[src/rtl/chess_pkg.sv]
// Shared chess definitions: piece codes, colours, cursor FSM states and moveData layout.
// Used by the cursor controller and the board painter.
package chess_pkg;

    typedef enum logic [2:0] {
        EMPTY  = 3'd0,
        KING   = 3'd1,
        QUEEN  = 3'd2,
        ROOK   = 3'd3,
        BISHOP = 3'd4,
        KNIGHT = 3'd5,
        PAWN   = 3'd6
    } piece_t;

    localparam logic WHITE = 1'b0;
    localparam logic BLACK = 1'b1;

    typedef enum logic [1:0] {
        BROWSE   = 2'd0,
        SELECTED = 2'd1,
        PENDING  = 2'd2
    } cursor_state_t;

    localparam int MD_W        = 14;
    localparam int MD_CUR_LSB  = 0;
    localparam int MD_SRC_LSB  = 6;
    localparam int MD_SEL_BIT  = 12;
    localparam int MD_PEND_BIT = 13;

endpackage

[src/rtl/btn_debounce.sv]
// Push-button conditioner: 2-flop synchroniser, stability counter, one-cycle press pulse.
// Latency DEBOUNCE_CYCLES+2 from a stable raw press; releases never pulse.
module btn_debounce #(
    parameter int DEBOUNCE_CYCLES = 1000000
) (
    input  logic clk,
    input  logic rst_n,
    input  logic btn_i,
    output logic press_o
);

    localparam int CW = (DEBOUNCE_CYCLES > 1) ? $clog2(DEBOUNCE_CYCLES) : 1;

    logic [1:0]    sync_q;
    logic [1:0]    fill_q;
    logic          primed_q;
    logic          level_q;
    logic [CW-1:0] cnt_q;
    logic          press_q;

    // Once the synchroniser has filled after reset, its output becomes the
    // baseline level directly, so a button held through reset never pulses.
    always_ff @(posedge clk or negedge rst_n) begin
        if (!rst_n) begin
            sync_q   <= 2'b00;
            fill_q   <= 2'd0;
            primed_q <= 1'b0;
            level_q  <= 1'b0;
            cnt_q    <= '0;
            press_q  <= 1'b0;
        end else begin
            sync_q  <= {sync_q[0], btn_i};
            press_q <= 1'b0;
            if (!primed_q) begin
                if (fill_q == 2'd2) begin
                    level_q  <= sync_q[1];
                    primed_q <= 1'b1;
                end else begin
                    fill_q <= fill_q + 2'd1;
                end
            end else if (sync_q[1] == level_q) begin
                cnt_q <= '0;
            end else if (cnt_q == CW'(DEBOUNCE_CYCLES - 1)) begin
                level_q <= sync_q[1];
                cnt_q   <= '0;
                press_q <= sync_q[1];
            end else begin
                cnt_q <= cnt_q + CW'(1);
            end
        end
    end

    assign press_o = press_q;

endmodule

[src/rtl/move_cursor_ctrl.sv]
// Board cursor and move-selection FSM driving the painter's moveData bus; one-cycle update after a press.
// Macro CURSOR_WRAP_EN makes the cursor wrap at the board edges instead of saturating.
module move_cursor_ctrl
    import chess_pkg::*;
#(
    parameter int DEBOUNCE_CYCLES = 1000000
) (
    input  logic             clk,
    input  logic             reset,
    input  logic             btnUp,
    input  logic             btnDown,
    input  logic             btnLeft,
    input  logic             btnRight,
    input  logic             btnCenter,
    input  logic [255:0]     board,
    input  logic             turn,
    input  logic             move_ack,
    input  logic             move_nak,
    output logic [MD_W-1:0]  moveData
);

    logic [4:0] raw;    // {center, up, down, left, right}
    logic [4:0] press;

    assign raw = {btnCenter, btnUp, btnDown, btnLeft, btnRight};

    for (genvar g = 0; g < 5; g++) begin : g_btn
        btn_debounce #(.DEBOUNCE_CYCLES(DEBOUNCE_CYCLES)) u_db (
            .clk     (clk),
            .rst_n   (reset),
            .btn_i   (raw[g]),
            .press_o (press[g])
        );
    end

    function automatic logic [2:0] coord_step(input logic [2:0] c, input logic inc);
`ifdef CURSOR_WRAP_EN
        return inc ? c + 3'd1 : c - 3'd1;
`else
        if (inc) return (c == 3'd7) ? c : c + 3'd1;
        else     return (c == 3'd0) ? c : c - 3'd1;
`endif
    endfunction

    cursor_state_t state_q, state_d;
    logic [5:0]    cur_q, cur_d;
    logic [5:0]    src_q, src_d;
    logic [3:0]    piece;

    assign piece = board[{cur_q, 2'b00} +: 4];

    always_ff @(posedge clk or negedge reset) begin
        if (!reset) begin
            state_q <= BROWSE;
            cur_q   <= 6'd0;
            src_q   <= 6'd0;
        end else begin
            state_q <= state_d;
            cur_q   <= cur_d;
            src_q   <= src_d;
        end
    end

    always_comb begin
        state_d = state_q;
        cur_d   = cur_q;
        src_d   = src_q;
        case (state_q)
            BROWSE, SELECTED: begin
                if (press[4]) begin
                    if (state_q == BROWSE) begin
                        if (piece[2:0] != EMPTY && piece[3] == turn) begin
                            state_d = SELECTED;
                            src_d   = cur_q;
                        end
                    end else if (cur_q == src_q) begin
                        state_d = BROWSE;
                    end else begin
                        state_d = PENDING;
                    end
                end else if (press[3]) begin
                    cur_d[2:0] = coord_step(cur_q[2:0], 1'b0);
                end else if (press[2]) begin
                    cur_d[2:0] = coord_step(cur_q[2:0], 1'b1);
                end else if (press[1]) begin
                    cur_d[5:3] = coord_step(cur_q[5:3], 1'b0);
                end else if (press[0]) begin
                    cur_d[5:3] = coord_step(cur_q[5:3], 1'b1);
                end
            end
            PENDING: begin
                if (move_ack)      state_d = BROWSE;
                else if (move_nak) state_d = SELECTED;
            end
            default: state_d = BROWSE;
        endcase
    end

    // Selected/pending flags are pure decodes of the registered state.
    assign moveData = {state_q == PENDING, state_q != BROWSE, src_q, cur_q};

endmodule

[config.mk]
export PLATFORM = sky130hd
export DESIGN_NAME = move_cursor_ctrl
export DESIGN_NICKNAME = d
export VERILOG_FILES = /design/src/rtl/chess_pkg.sv /design/src/rtl/btn_debounce.sv /design/src/rtl/move_cursor_ctrl.sv
export SDC_FILE = /design/constraint.sdc
export NUM_CORES = 1
export LEC_CHECK = 0
export BUFFER_PORTS_ARGS = -buffer_cell sky130_fd_sc_hd__buf_2
export CAP_MARGIN = 25
export CORE_ASPECT_RATIO = 0.8
export CORE_MARGIN = 1.5
export CORE_UTILIZATION = 54
export DETAILED_ROUTE_END_ITERATION = 8
export GPL_TIMING_DRIVEN = 0
export PLACE_DENSITY = 0.85
export SLEW_MARGIN = 40
export SYNTH_ARGS = -nofsm -noshare
export SYNTH_HDL_FRONTEND = slang
export SYNTH_SLANG_ARGS = --single-unit
[constraint.sdc]
create_clock -name clk -period 3.8 [get_ports clk]
set_clock_uncertainty 0.05 [all_clocks]
set_input_delay 0.38 -clock clk [delete_from_list [all_inputs] [get_ports clk]]
set_output_delay 0.38 -clock clk [all_outputs]
set_load 0.1 [all_outputs]
==> impl_summary.txt <==
----------------------------------------------------
[Run status]
  Outcome ... completed

[Run]
  Max-cap violation count ... 0

[Worst setup path]
  Series of cell instances along the critical path ... buf_2 > buf_2 > buf_1 > buf_2 > o221ai_1 > a21oi_1 > o21ai_1 > o2111ai_1 > o21a_4 > o311ai_2
  Library cell contributing the largest single delay on the critical path ... buf_1
  Critical Path Max Stage Delay ... around 0.56 ns
  Max FO, Critical Path ... 10
  CP delay by family, top ... buffers and inverters
  Type of element launching the critical path ... flop
  Critical path class ... flop to flop
  Internal reg-to-reg setup slack ... 0.19 ns
  Arrival time reported for the critical path endpoint ... around 3.8 ns
  Worst endpoint required time ... just over 4 ns
  Crit path top cell by count ... buf_2
  CP endpoint kind ... flop
  Combined buffer and inverter count along the critical path ... 4

[Logic synthesis]
  Most area-hungry cell type in the Yosys netlist ... dfrtp_1
  Top area cells in the synthesized netlist ... dfrtp_1 (39%), nand2_1 (5.2%), o21ai_0 (5.2%)
  Instance count of the mapped netlist ... approximately 1000
  Top cells by instance count after synthesis ... dfrtp_1 (149), nand2_1 (132), o21ai_0 (98)
  Yosys warning total ... 0
  Library cell with the highest instance count after synthesis ... dfrtp_1
  Mapped cell area ... 9452 sq um
  Count of cell types in the netlist ... roughly 70
  Proportion of netlist area held by the largest area contributor ... around 39%
  Dominant synthesized flop cell ... dfrtp_1
  Post-synth EDFFs ... 0
  Syn Area/Cell ... 9.036 sq um
  Register area share after synthesis ... 39.45%
  Share of synthesized flip-flops with an asynchronous set or reset ... 100.0%
  Post-synthesis sequential element count ... 149
  Syn_nets ... around 1300

[Routing]
  DRC violation count after routing ... 0
  Number of detailed-routing iterations run before antenna repair ... 5
  Ratio of routed vias to standard cells ... 6.269
  First-iteration detailed-routing DRC count ... 1169
  Final ANT Viol Nets ... 0
  Post-DR wirelength/cell ... approximately 20 um
  Via total after detailed routing ... 9961
  Total routed wirelength ... 32.50 mm

[STA]
  Min Hold Slack ... 0.01300 ns
  Highest clock frequency the design can meet ... 0.2772 GHz
  Final count of hold timing violations ... 0
  Unrepaired setup endpoints after global routing ... false
  Minimum setup slack in the final design ... 0.1931 ns
  Slew at the pin closest to its max-slew limit ... roughly 0.75 ns
  Final critical path time including I/O delays and setup ... about 3.6 ns
  Relative max-transition margin ... 50.20%
  Total negative setup slack ... 0 ns
  Share of the clock period used by the worst path ... between 90 and 100%
  Slew Viols, Final ... 0
  Total of endpoints with negative setup slack in the final report ... 0

[Power]
  PnR Total Power ... 3.740 mW
  Worst VDD drop ... 0.3233 mV
  Leak pwr ... between 5 and 6 nW
  Power density over the cells ... 316.9 nW/um^2

[Global routing]
  Pin count of the biggest net entering global routing ... slightly below 70
  Vias in the first global route ... 9381
  First-pass GRT wire length ... roughly 50 mm
  Global Route Usage Sum ... 36.48%
  Sum of overflow across all layers after global routing ... 0
  Antenna violations before repair ... 2

[Hold path]
  Hold Crit Class ... input port to flop

[Clocking]
  TritonCTS clock tree ... yes
  Htree depth ... 4
  Root buffer selected by CTS ... clkbuf_16
  Clock slew at reported path FFs ... 0.06 ns
  Buffer count from post-CTS setup fixing ... 0
  Number of gates resized after CTS ... 0
  Insertion delay to the later sink of the worst-skew pair ... 0.42 ns
  CTS Sinks ... approximately 150
  Total CTS buffers ... 17
  Max Root-Sink Buffers ... 2

[Finish]
  Final standard cell area without fillers ... roughly 12000 sq um
  P&R area growth vs syn ... 24.87%
  Non-filler cells, final ... 1589
  Share of cells above drive strength 1 ... 28.27%
  Core utilization of the finished layout ... 68.55%
  Number of filler cells placed in the layout ... 1347
  Net count reported at finish ... about 1600

[Placement]
  I/O Buffers ... 279
  Post-DP HPWL ... 24.11 mm
  Final weighted congestion in routability-driven placement ... 0.9740
  Area after DPL ... 11200 sq um
  Worst setup slack after placement ... around 0.26 ns
  Post-Place Cells ... 1552

[Floorplanning]
  Initial Util ... 54.90%
  Placement row count ... 43
  Top Ports ... 280
  Die extent in y ... 121.3 um
  Overall die area ... 18310 sq um
  Die width ... 150.9 um
  CORE AREA ... 17220 sq um

----------------------------------------------------
## layout make-up
cell class	count	area, sq um	share of cell area (%)
Multi-Input combinational cell	804	5316	45.04
Buffer	59	289.0	2.449
Timing Repair Buffer	284	1491	12.64
Inverter	34	127.6	1.081
Clock inverter	11	102.6	0.8693
Sequential cell	149	3729	31.59
Tap cell	225	281.5	2.385
Clock buffer	21	460.4	3.901
Antenna cell	2	5.005	0.04240
## cells by family (layout without fill, tap and decap cells)
family | after synthesis | count (layout) | share of synthesized area, %
fa+ha+maj | 12 | 12 | 1.747
xor+xnor | 29 | 29 | 2.886
compound gates | 271 | 271 | 19.55
flops | 149 | 149 | 39.45
simple gates | 431 | 431 | 22.70
other cells | 0 | 2 | 0
mux | 61 | 61 | 9.267
buf+inv | 93 | 409 | 4.395
## layer usage
layer	track usage (%)	vias up	routed length, um
li1	-	4543	-
met4	14.26	0	1131
met5	0	-	0
met2	55.42	542	14650
met3	10.11	75	3151
met1	49.41	4801	13560
## cell usage in the layout, fill, tap and decap left out, drive strengths merged, types with 12 or more instances in the layout
| cell | synthesis | layout |
|---|---|---|
| buf | 21 | 301 |
| dfrtp | 149 | 149 |
| nand2 | 132 | 132 |
| o21ai | 102 | 102 |
| nor2 | 73 | 73 |
| clkbuf | 38 | 60 |
| nand3 | 49 | 49 |
| nor3 | 36 | 36 |
| nor4 | 36 | 36 |
| inv | 32 | 33 |
| mux2i | 29 | 29 |
| o31ai | 27 | 27 |
| o41ai | 27 | 27 |
| a21oi | 23 | 23 |
| mux4 | 20 | 20 |
| nand4 | 19 | 19 |
| and3 | 16 | 16 |
| xnor2 | 16 | 16 |
| a22o | 15 | 15 |
| nand2b | 13 | 13 |
| xor2 | 13 | 13 |
| mux2 | 12 | 12 |
| or2 | 12 | 12 |
## registers in the layout, summed over array words and instances (netlist names)
register	flops
state_q	2
g_btn.u_db.press_o	5
src_q	6
g_btn.u_db.level_q	5
cur_q	6
g_btn.u_db.fill_q	10
g_btn.u_db.cnt_q	100
g_btn.u_db.sync_q	10
g_btn.u_db.primed_q	5
## power by group
| part | internal, mW | switching [mW] |
|---|---|---|
| sequential | 1.62 | 0.0347 |
| clock | 0.935 | 0.681 |
| combinational | 0.212 | 0.256 |
## path summary, 6_finish.rpt
| path | endpoint | from | cells past startpoint |
|---|---|---|---|
| min reg2reg | g_btn[2].u_db.sync_q[1] | g_btn[2].u_db.sync_q[0] | 0 |
| min | g_btn[3].u_db.sync_q[0] | btnUp | 1 |
| max reg2reg | src_q[2] | cur_q[2] | 10 |
| min in group asynchronous | g_btn[1].u_db.cnt_q[1] | reset | 2 |
| max | src_q[2] | cur_q[2] | 10 |
| max in group asynchronous | src_q[3] | reset | 3 |
## what timing repair did
| item | in CTS | in global routing |
|---|---|---|
| hold buffers | 1 | 2 |
| hold endpoints to repair | 19 | 2 |
| setup endpoints to repair | 0 | 0 |
(Power assumes the default switching activity.)
